[config.mk]
export PLATFORM = sky130hd
export DESIGN_NAME = pwm_duty_ctrl
export DESIGN_NICKNAME = d
export VERILOG_FILES = /design/src/rtl/pwm_ctrl_pkg.sv /design/src/rtl/ms_tick_gen.sv /design/src/rtl/pwm_duty_ctrl.sv
export SDC_FILE = /design/constraint.sdc
export NUM_CORES = 1
export LEC_CHECK = 0
export BUFFER_PORTS_ARGS = -buffer_cell sky130_fd_sc_hd__buf_4
export CORE_MARGIN = 5
export CORE_UTILIZATION = 30
export DETAILED_ROUTE_END_ITERATION = 12
export GPL_ROUTABILITY_DRIVEN = 0
export PLACE_DENSITY = 0.51
export SLEW_MARGIN = 20
export SYNTH_ARGS = -nofsm -noshare
export SYNTH_HDL_FRONTEND = slang
export SYNTH_SLANG_ARGS = --single-unit
[constraint.sdc]
create_clock -name clk -period 2.39 [get_ports clk]
set_input_delay 0.239 -clock clk [delete_from_list [all_inputs] [get_ports clk]]
set_output_delay 0.239 -clock clk [all_outputs]
set_load 0.05 [all_outputs]
[src/rtl/pwm_ctrl_pkg.sv]
// Shared types and helpers for the PWM duty controller.
package pwm_ctrl_pkg;

    typedef enum logic [2:0] {
        StIdle,
        StHoldUp,
        StHoldDn,
        StRptUp,
        StRptDn
    } pwm_state_e;

    function automatic int unsigned CLKS_PER_MS(input int unsigned freq_mhz);
        return freq_mhz * 1000;
    endfunction

endpackage

[src/rtl/ms_tick_gen.sv]
// Millisecond tick generator: one-cycle pulse every FREQ*1000 clocks, restartable via clr.
module ms_tick_gen
    import pwm_ctrl_pkg::*;
#(
    parameter int unsigned FREQ = 50
) (
    input  logic clk,
    input  logic rst_n,
    input  logic clr,
    output logic tick
);

    localparam int unsigned Clks = CLKS_PER_MS(FREQ);
    localparam int unsigned CntW = (Clks > 1) ? $clog2(Clks) : 1;
    localparam logic [CntW-1:0] CntLast = CntW'(Clks - 1);

    logic [CntW-1:0] cnt_d, cnt_q;

    // tick depends only on the count so the owner may derive clr from it without a loop
    always_comb begin
        tick  = (cnt_q == CntLast);
        cnt_d = cnt_q + CntW'(1);
        if (clr || tick) begin
            cnt_d = '0;
        end
    end

    always_ff @(posedge clk or negedge rst_n) begin
        if (!rst_n) begin
            cnt_q <= '0;
        end else begin
            cnt_q <= cnt_d;
        end
    end

endmodule

[src/rtl/pwm_duty_ctrl.sv]
// PWM duty controller: up/down keys step the duty with saturation and optional hold auto-repeat.
// Auto-repeat (ms timebase, RPT states) is built only when PWM_CTRL_AUTOREPEAT_EN is defined.
module pwm_duty_ctrl
    import pwm_ctrl_pkg::*;
#(
    parameter int unsigned FREQ      = 50,
    parameter int unsigned DW        = 8,
    parameter int unsigned DUTY_MAX  = 255,
    parameter int unsigned DUTY_INIT = 128,
    parameter int unsigned STEP      = 8,
    parameter int unsigned HOLD_MS   = 500,
    parameter int unsigned REPEAT_MS = 100
) (
    input  logic          clk,
    input  logic          rst_n,
    input  logic          up_press,
    input  logic          up_level,
    input  logic          dn_press,
    input  logic          dn_level,
    output logic [DW-1:0] duty,
    output logic          duty_upd,
    output logic          at_max,
    output logic          at_min
);

    localparam logic [DW:0]   StepW    = (DW + 1)'(STEP);
    localparam logic [DW:0]   DutyMaxW = (DW + 1)'(DUTY_MAX);
    localparam logic [DW-1:0] DutyMax  = DW'(DUTY_MAX);
    localparam logic [DW-1:0] DutyInit = DW'(DUTY_INIT);

    // Sum is one bit wider than the duty so a step near the top cannot wrap.
    function automatic logic [DW-1:0] step_up(input logic [DW-1:0] d);
        logic [DW:0] sum;
        sum = {1'b0, d} + StepW;
        return (sum > DutyMaxW) ? DutyMax : sum[DW-1:0];
    endfunction

    function automatic logic [DW-1:0] step_dn(input logic [DW-1:0] d);
        return ({1'b0, d} < StepW) ? '0 : (d - StepW[DW-1:0]);
    endfunction

    pwm_state_e    state_d, state_q;
    logic [DW-1:0] duty_d, duty_q;
    logic          duty_upd_d, duty_upd_q;
    logic          at_max_d, at_max_q;
    logic          at_min_d, at_min_q;
    logic          do_up, do_dn;
    logic          tmr_clr;
    logic          hold_done, rpt_done;

`ifdef PWM_CTRL_AUTOREPEAT_EN
    localparam int unsigned MsMax = (HOLD_MS > REPEAT_MS) ? HOLD_MS : REPEAT_MS;
    localparam int unsigned MsW   = (MsMax > 1) ? $clog2(MsMax) : 1;

    logic           ms_tick;
    logic [MsW-1:0] ms_d, ms_q;

    ms_tick_gen #(
        .FREQ(FREQ)
    ) u_ms_tick_gen (
        .clk  (clk),
        .rst_n(rst_n),
        .clr  (tmr_clr),
        .tick (ms_tick)
    );

    assign hold_done = ms_tick && (ms_q == MsW'(HOLD_MS - 1));
    assign rpt_done  = ms_tick && (ms_q == MsW'(REPEAT_MS - 1));

    // Free-running wrap in IDLE is harmless: every HOLD/RPT entry clears it.
    always_comb begin
        ms_d = ms_q;
        if (tmr_clr) begin
            ms_d = '0;
        end else if (ms_tick) begin
            ms_d = ms_q + MsW'(1);
        end
    end

    always_ff @(posedge clk or negedge rst_n) begin
        if (!rst_n) begin
            ms_q <= '0;
        end else begin
            ms_q <= ms_d;
        end
    end
`else
    logic unused_timing;

    assign hold_done     = 1'b0;
    assign rpt_done      = 1'b0;
    assign unused_timing = ^{tmr_clr, 32'(FREQ), 32'(HOLD_MS), 32'(REPEAT_MS)};
`endif

    always_comb begin
        state_d = state_q;
        do_up   = 1'b0;
        do_dn   = 1'b0;
        tmr_clr = 1'b0;
        duty_d  = duty_q;

        unique case (state_q)
            StIdle: begin
                if (up_press && dn_press) begin
                    duty_d = DutyInit;
                end else if (up_press) begin
                    do_up   = 1'b1;
                    tmr_clr = 1'b1;
                    state_d = StHoldUp;
                end else if (dn_press) begin
                    do_dn   = 1'b1;
                    tmr_clr = 1'b1;
                    state_d = StHoldDn;
                end
            end
            StHoldUp: begin
                if (up_level) begin
                    state_d = StIdle;
                end else if (hold_done) begin
                    do_up   = 1'b1;
                    tmr_clr = 1'b1;
                    state_d = StRptUp;
                end
            end
            StHoldDn: begin
                if (dn_level) begin
                    state_d = StIdle;
                end else if (hold_done) begin
                    do_dn   = 1'b1;
                    tmr_clr = 1'b1;
                    state_d = StRptDn;
                end
            end
            StRptUp: begin
                if (up_level) begin
                    state_d = StIdle;
                end else if (rpt_done) begin
                    do_up   = 1'b1;
                    tmr_clr = 1'b1;
                end
            end
            StRptDn: begin
                if (dn_level) begin
                    state_d = StIdle;
                end else if (rpt_done) begin
                    do_dn   = 1'b1;
                    tmr_clr = 1'b1;
                end
            end
            default: begin
                state_d = StIdle;
            end
        endcase

        if (do_up) begin
            duty_d = step_up(duty_q);
        end else if (do_dn) begin
            duty_d = step_dn(duty_q);
        end

        duty_upd_d = (duty_d != duty_q);
        at_max_d   = (duty_d == DutyMax);
        at_min_d   = (duty_d == '0);
    end

    always_ff @(posedge clk or negedge rst_n) begin
        if (!rst_n) begin
            state_q    <= StIdle;
            duty_q     <= DutyInit;
            duty_upd_q <= 1'b0;
            at_max_q   <= (DutyInit == DutyMax);
            at_min_q   <= (DutyInit == '0);
        end else begin
            state_q    <= state_d;
            duty_q     <= duty_d;
            duty_upd_q <= duty_upd_d;
            at_max_q   <= at_max_d;
            at_min_q   <= at_min_d;
        end
    end

    assign duty     = duty_q;
    assign duty_upd = duty_upd_q;
    assign at_max   = at_max_q;
    assign at_min   = at_min_q;

endmodule

# --- Word-level counts from Yosys, hierarchy flattened ---
# Index checks and enable logic that the tools add are counted.
word_totals:
  wordCells: 44
  input_bits: 6
  register_bits: 14
  output_inout_bits: 11
classes:
  n_lt_le_gt_ge: 2
  eq_ne: 10
  reduce_logical: 6
  add_sub_neg: 2
  muxes: 19
ops:
  columns: ["operator", "count"]
  rows:
  - ["8-bit 2-to-1 mux", 6]
  - ["3-bit 2-to-1 mux", 5]
  - ["8-bit by 4-bit adder with 9-bit output (second input constant)", 1]
  - ["9-bit by 8-bit > comparator with 1-bit output (second input constant)", 1]
  - ["3-bit one-hot mux with 3 select lines", 1]
  - ["8-bit equality test (second input constant)", 1]
  - ["8-bit zero test", 1]
  - ["8-bit by 4-bit less-than comparator with 1-bit output (second input constant)", 1]
  - ["8-bit != test", 1]
  - ["8-bit by 4-bit subtractor with 8-bit output (second input constant)", 1]
  - ["1-bit 2-to-1 mux", 7]
  - ["3-bit by 2-bit equality test with 1-bit output (second input constant)", 2]
  - ["2-bit by 1-bit != test with 1-bit output (second input constant)", 2]
  - ["4-bit AND reduction", 1]
  - ["2-bit OR reduction", 2]
  - ["3-bit by 1-bit equality test with 1-bit output (second input constant)", 1]
  - ["3-bit equality test (second input constant)", 1]
  - ["3-bit zero test", 1]
  - ["3-bit != test (second input constant)", 1]
  - ["2-bit != test (second input constant)", 1]
  - ["1-bit logical AND", 1]

# --- Depth between registers and ports, before layout ---
logic_depth:
  word_depth: 7
  ltp_mapped: 9
  mapped_depth_nobuf: 8

# --- Worst setup path after synthesis ---
# Ideal clock, no wire load.
synth_path:
  kind: "reg-to-reg"
  startpoint: "register duty_q[4], in the netlist duty[4]"
  endpoint: "register duty_upd_q, in the netlist duty_upd"
  path_stages_with_launch: 9
  setup_ns: 0.147
  synth_period_minus_slack_ns: 2.575
  t_required_ns: 2.243
  path_slack_ns: -0.185
  n_path_buf: 1
  arrival_time_ns: 2.428
  path_cell_list: "dfrtp_1 buf_2 inv_1 ha_1 a2111oi_2 a2111oi_0 a211oi_1 xnor2_1 o2111ai_1"
synth_between:
  elab_chain_len: 5
  elab_cells_between_ends: 11
  classes_between: "2 x add/sub; 2 x order compare; 1 x eq/ne; 6 x mux"
synth_rtl:
  columns: ["element", "line", "source"]
  rows:
  - ["start, declared", "pwm_duty_ctrl.sv:43", "logic [DW-1:0] duty_d, duty_q;"]
  - ["start signal, assigned", "pwm_duty_ctrl.sv:169", "duty_q <= DutyInit;"]
  - ["start signal, assigned", "pwm_duty_ctrl.sv:175", "duty_q <= duty_d;"]
  - ["8-bit by 4-bit adder with 9-bit output (tied with other cells)", "pwm_duty_ctrl.sv:34", "sum = {1'b0, d} + StepW;"]
  - ["9-bit by 8-bit > comparator with 1-bit output (tied with other cells)", "pwm_duty_ctrl.sv:35", "return (sum > DutyMaxW) ? DutyMax : sum[DW-1:0];"]
  - ["8-bit 2-to-1 mux, on equally long branches", "pwm_duty_ctrl.sv:35, pwm_duty_ctrl.sv:157", null]
  - ["8-bit 2-to-1 mux *", "pwm_duty_ctrl.sv:155", "if (do_up) begin"]
  - ["named net duty_d[4]", "pwm_duty_ctrl.sv:43", null]
  - ["8-bit != test *", "pwm_duty_ctrl.sv:161", "duty_upd_d = (duty_d != duty_q);"]
  - ["named net duty_upd_d", "pwm_duty_ctrl.sv:44", "logic duty_upd_d, duty_upd_q;"]
  - ["end signal, assigned", "pwm_duty_ctrl.sv:176", "duty_upd_q <= duty_upd_d;"]
  - ["end, declared", "pwm_duty_ctrl.sv:44", null]
# The timed path passes the listed nets; every way through them passes the cells marked *.
# A chain may end at the register's enable or synchronous reset.

# --- Worst setup path in the final report ---
# Same ends and word-level chain as after synthesis.

==> summary.md <==
| Metric | Value |
|---|---|
| Outcome | `finished clean` |
| Vias in the first global route | `997` |
| Final hold viol count | `0` |
| DR vias/cell | `5.672` |
| Main combinational cell family by area after synthesis | `simple AND/OR/NAND/NOR gates` |
| Count leader, synth | `nand2_1` |
| Post-Synth Adder-Cell Area | `3.645%` |
| Syn_area_per_cell | `8.440 sq um` |
| DRT iter0 DRCs | `123` |
| Max frequency | `443.8 MHz` |
| Layout Nets | `159` |
| Clock Skew | `10.73 ps` |
| Startpoint types | `flip-flop` |
| Top cell type's share of synthesized area | `29.16%` |
| #FFs+latches synth | `13` |
| CTS clk-pin slew, worst paths | `90 ps` |
| Max Cap Viol | `0` |
| YS warnings | `0` |
| Multiplexer share of the synthesized area | `2.430%` |
| Max IR drop VDD | `0.3480 mV` |
| Simple-gate share of the synthesized area | `29.40%` |
| Total global routing track utilization | `14.54%` |
| PnR worst setup slack | `136.5 ps` |
| Switch Pwr | `0.7599 mW` |
| Combinational group share of total power | `66.4%` |
| Worst Setup Path Type | `reg2reg` |
| Initial Util | `30.86%` |
| Fin area | `1329 sq um` |
| Lkg Pwr | `0.5750 nW` |
| Max-slew violations | `0` |
| Total clock buffers created by CTS | `3` |
| Worst slew margin | `65.94%` |
| Min Tclk post-route | `2253 ps` |
| CP Data Arrival Time | `2380 ps` |
| FP Rows | `21` |
| R2R setup slack | `140 ps` |
| CP Capture Type | `flip-flop` |
| Power per cell area | `1122 nW/um^2` |
| H-tree levels | `1` |
| Prevailing post-synth register cell | `dfrtp_1` |
| Synth async-reset ratio | `100.0%` |
| Clk pwr share | `9.4%` |
| HPWL Detailed | `2.365 mm` |
| Int Pwr | `0.7309 mW` |
| DRC | `0` |
| Post-synthesis cell count | `122` |
| Sw Share | `50.97%` |
| Placed Cells | `185` |
| First-pass GRT wire length | `5.085 mm` |
| Die height | `68.59 microns` |
| RSZ-0062 raised after global routing | `no` |
| Power after layout | `1.491 mW` |
| Die X | `68.59 microns` |
| Pre-Repair DR Iteration Count | `4` |
| Io pins | `17` |
| Sequential Power Share | `24.2%` |
| Post-synth top cells | `nand2_1, dfrtp_1, nor2_1` |
| Hold Crit Class | `in2reg` |
| Period utilization | `94.29%` |
| Critical Path RT | `2510 ps` |
| CTS root buffer | `clkbuf_4` |
| Mapped cell area | `1030 sq um` |
| Placed inst area | `1240 sq um` |
| Top post-synthesis cells by area | `dfrtp_1, nand2_1, nand3_1` |
| Post-synthesis sequential area ratio | `31.71%` |
| Largest net degree at the start of global routing | `17` |
| TNS Setup | `0 ps` |
| Clock Tree Buf Depth | `2` |
| Synth cell types | `44` |
| Layout cells sized above 1 | `28.86%` |
| Core area | `3337 sq um` |
| Dominant cell type by area after synthesis | `dfrtp_1` |
| Post-Syn Nets | `131` |
| Compound-Gate Fraction of Synth Area | `24.79%` |
| Post-layout util | `39.82%` |
| WL/cell | `16.69 microns` |
| CP Max Fanout | `6` |
| Initial antenna violation count | `0` |
| CTS tree | `done` |
| Worst-Margin Slew | `507.1 ps` |
| Synth Area in XOR/XNOR | `3.402%` |
| Die ar. | `4704 sq um` |
| DR vias | `1106` |
| Finished Layout Cells | `195` |
| Number of flops mapped to enable cells by yosys | `0` |
| Finish-stage setup viols | `0` |
| Diode count | `0` |
| Min Hold Slack | `245.1 ps` |
| Area growth, synth to finish | `29.04%` |
| Post-route ant nets | `0` |
| Post-Route WL | `3.254 mm` |
| Skew-Pair Late Insertion Delay | `280 ps` |
| DP Worst Slack | `38.72 ps` |
| Global route overflow | `0` |
| CTS Sinks | `13` |
| IO buf count | `16` |
-- routing by layer --
layer / vias up / GRT usage (%) / routed length, microns
met3: 8 / 3.728 / 254
met2: 53 / 23.48 / 1467
li1: 513 / - / -
met1: 532 / 19.78 / 1500
met5: - / 0 / 0
met4: 0 / 2.233 / 31
-- critical path, stage by stage, from the launching register on --
cell and delay (ps):
dfrtp_2 460, ha_1 240, xnor2_1 310, a2111oi_4 90
a2111oi_1 420, a211oi_1 100, buf_4 170, xnor2_1 160
o2111ai_1 150
-- layout by cell type (no fill, tap or decap), types with 3 or more instances in the layout --
| cell | count |
|---|---|
| a21oi_1 | 3 |
| and3_1 | 3 |
| buf_4 | 28 |
| clkbuf_4 | 3 |
| dfrtp_1 | 10 |
| ha_1 | 3 |
| nand2_1 | 18 |
| nand3_1 | 8 |
| nor2_1 | 8 |
| nor3_1 | 4 |
| o21ai_0 | 8 |
| o41ai_1 | 3 |
| xnor2_1 | 4 |
-- cell type report --
class / instances / area (sq um)
Fill cell: 360 / 2008
Multi-Input combinational cell: 98 / 673.1
Sequential cell: 13 / 329.1
Timing Repair Buffer: 30 / 225.2
Tap cell: 46 / 57.56
Clock buffer: 4 / 26.28
Inverter: 4 / 17.52
-- cell families after synthesis --
| group | after synthesis |
|---|---|
| xor+xnor | 4 |
| flops | 13 |
| fa+ha+maj | 3 |
| mux | 2 |
| simple gates | 56 |
| compound gates | 33 |
| buf+inv | 11 |
-- power by group through the flow --
stage | registers, mW | logic (mW) | clock network [mW]
2_1_floorplan | 0.494 | 0.494 | 0
3_3_place_gp | 0.385 | 0.852 | 0
3_5_place_dp | 0.391 | 0.857 | 0
4_1_cts | 0.373 | 0.890 | 0.146
5_1_grt | 0.369 | 1.06 | 0.158
6_report | 0.360 | 0.990 | 0.141
-- worst paths after layout --
kind | from | end | cells after the start
worst max-delay path | duty[4]$_DFF_PN0_ | duty_upd$_DFF_PN0_ | 8
worst min-delay path | up_level | state_q[0]$_DFFE_PN0P_ | 3
worst max register to register | duty[4]$_DFF_PN0_ | duty_upd$_DFF_PN0_ | 8
worst min register to register | duty[1]$_DFF_PN0_ | duty[1]$_DFF_PN0_ | 2
max in group asynchronous | rst_n | duty[7]$_DFF_PN1_ | 2
min in group asynchronous | rst_n | duty[6]$_DFF_PN0_ | 2
-- sequential cells by signal (all words and copies together), names as in the netlist --
| name | cells |
|---|---|
| state_q | 2 |
| duty | 8 |
| at_max | 1 |
| duty_upd | 1 |
| at_min | 1 |
-- what timing repair did --
action,4_1_cts,5_1_grt
endpoints found under the setup margin,1,2
setup buffers,1,4
endpoints found under the hold margin,12,0
pin swaps,0,2
gates resized for setup,0,4
hold buffers,1,0
No activity file was read; power rests on OpenSTA's default activity.
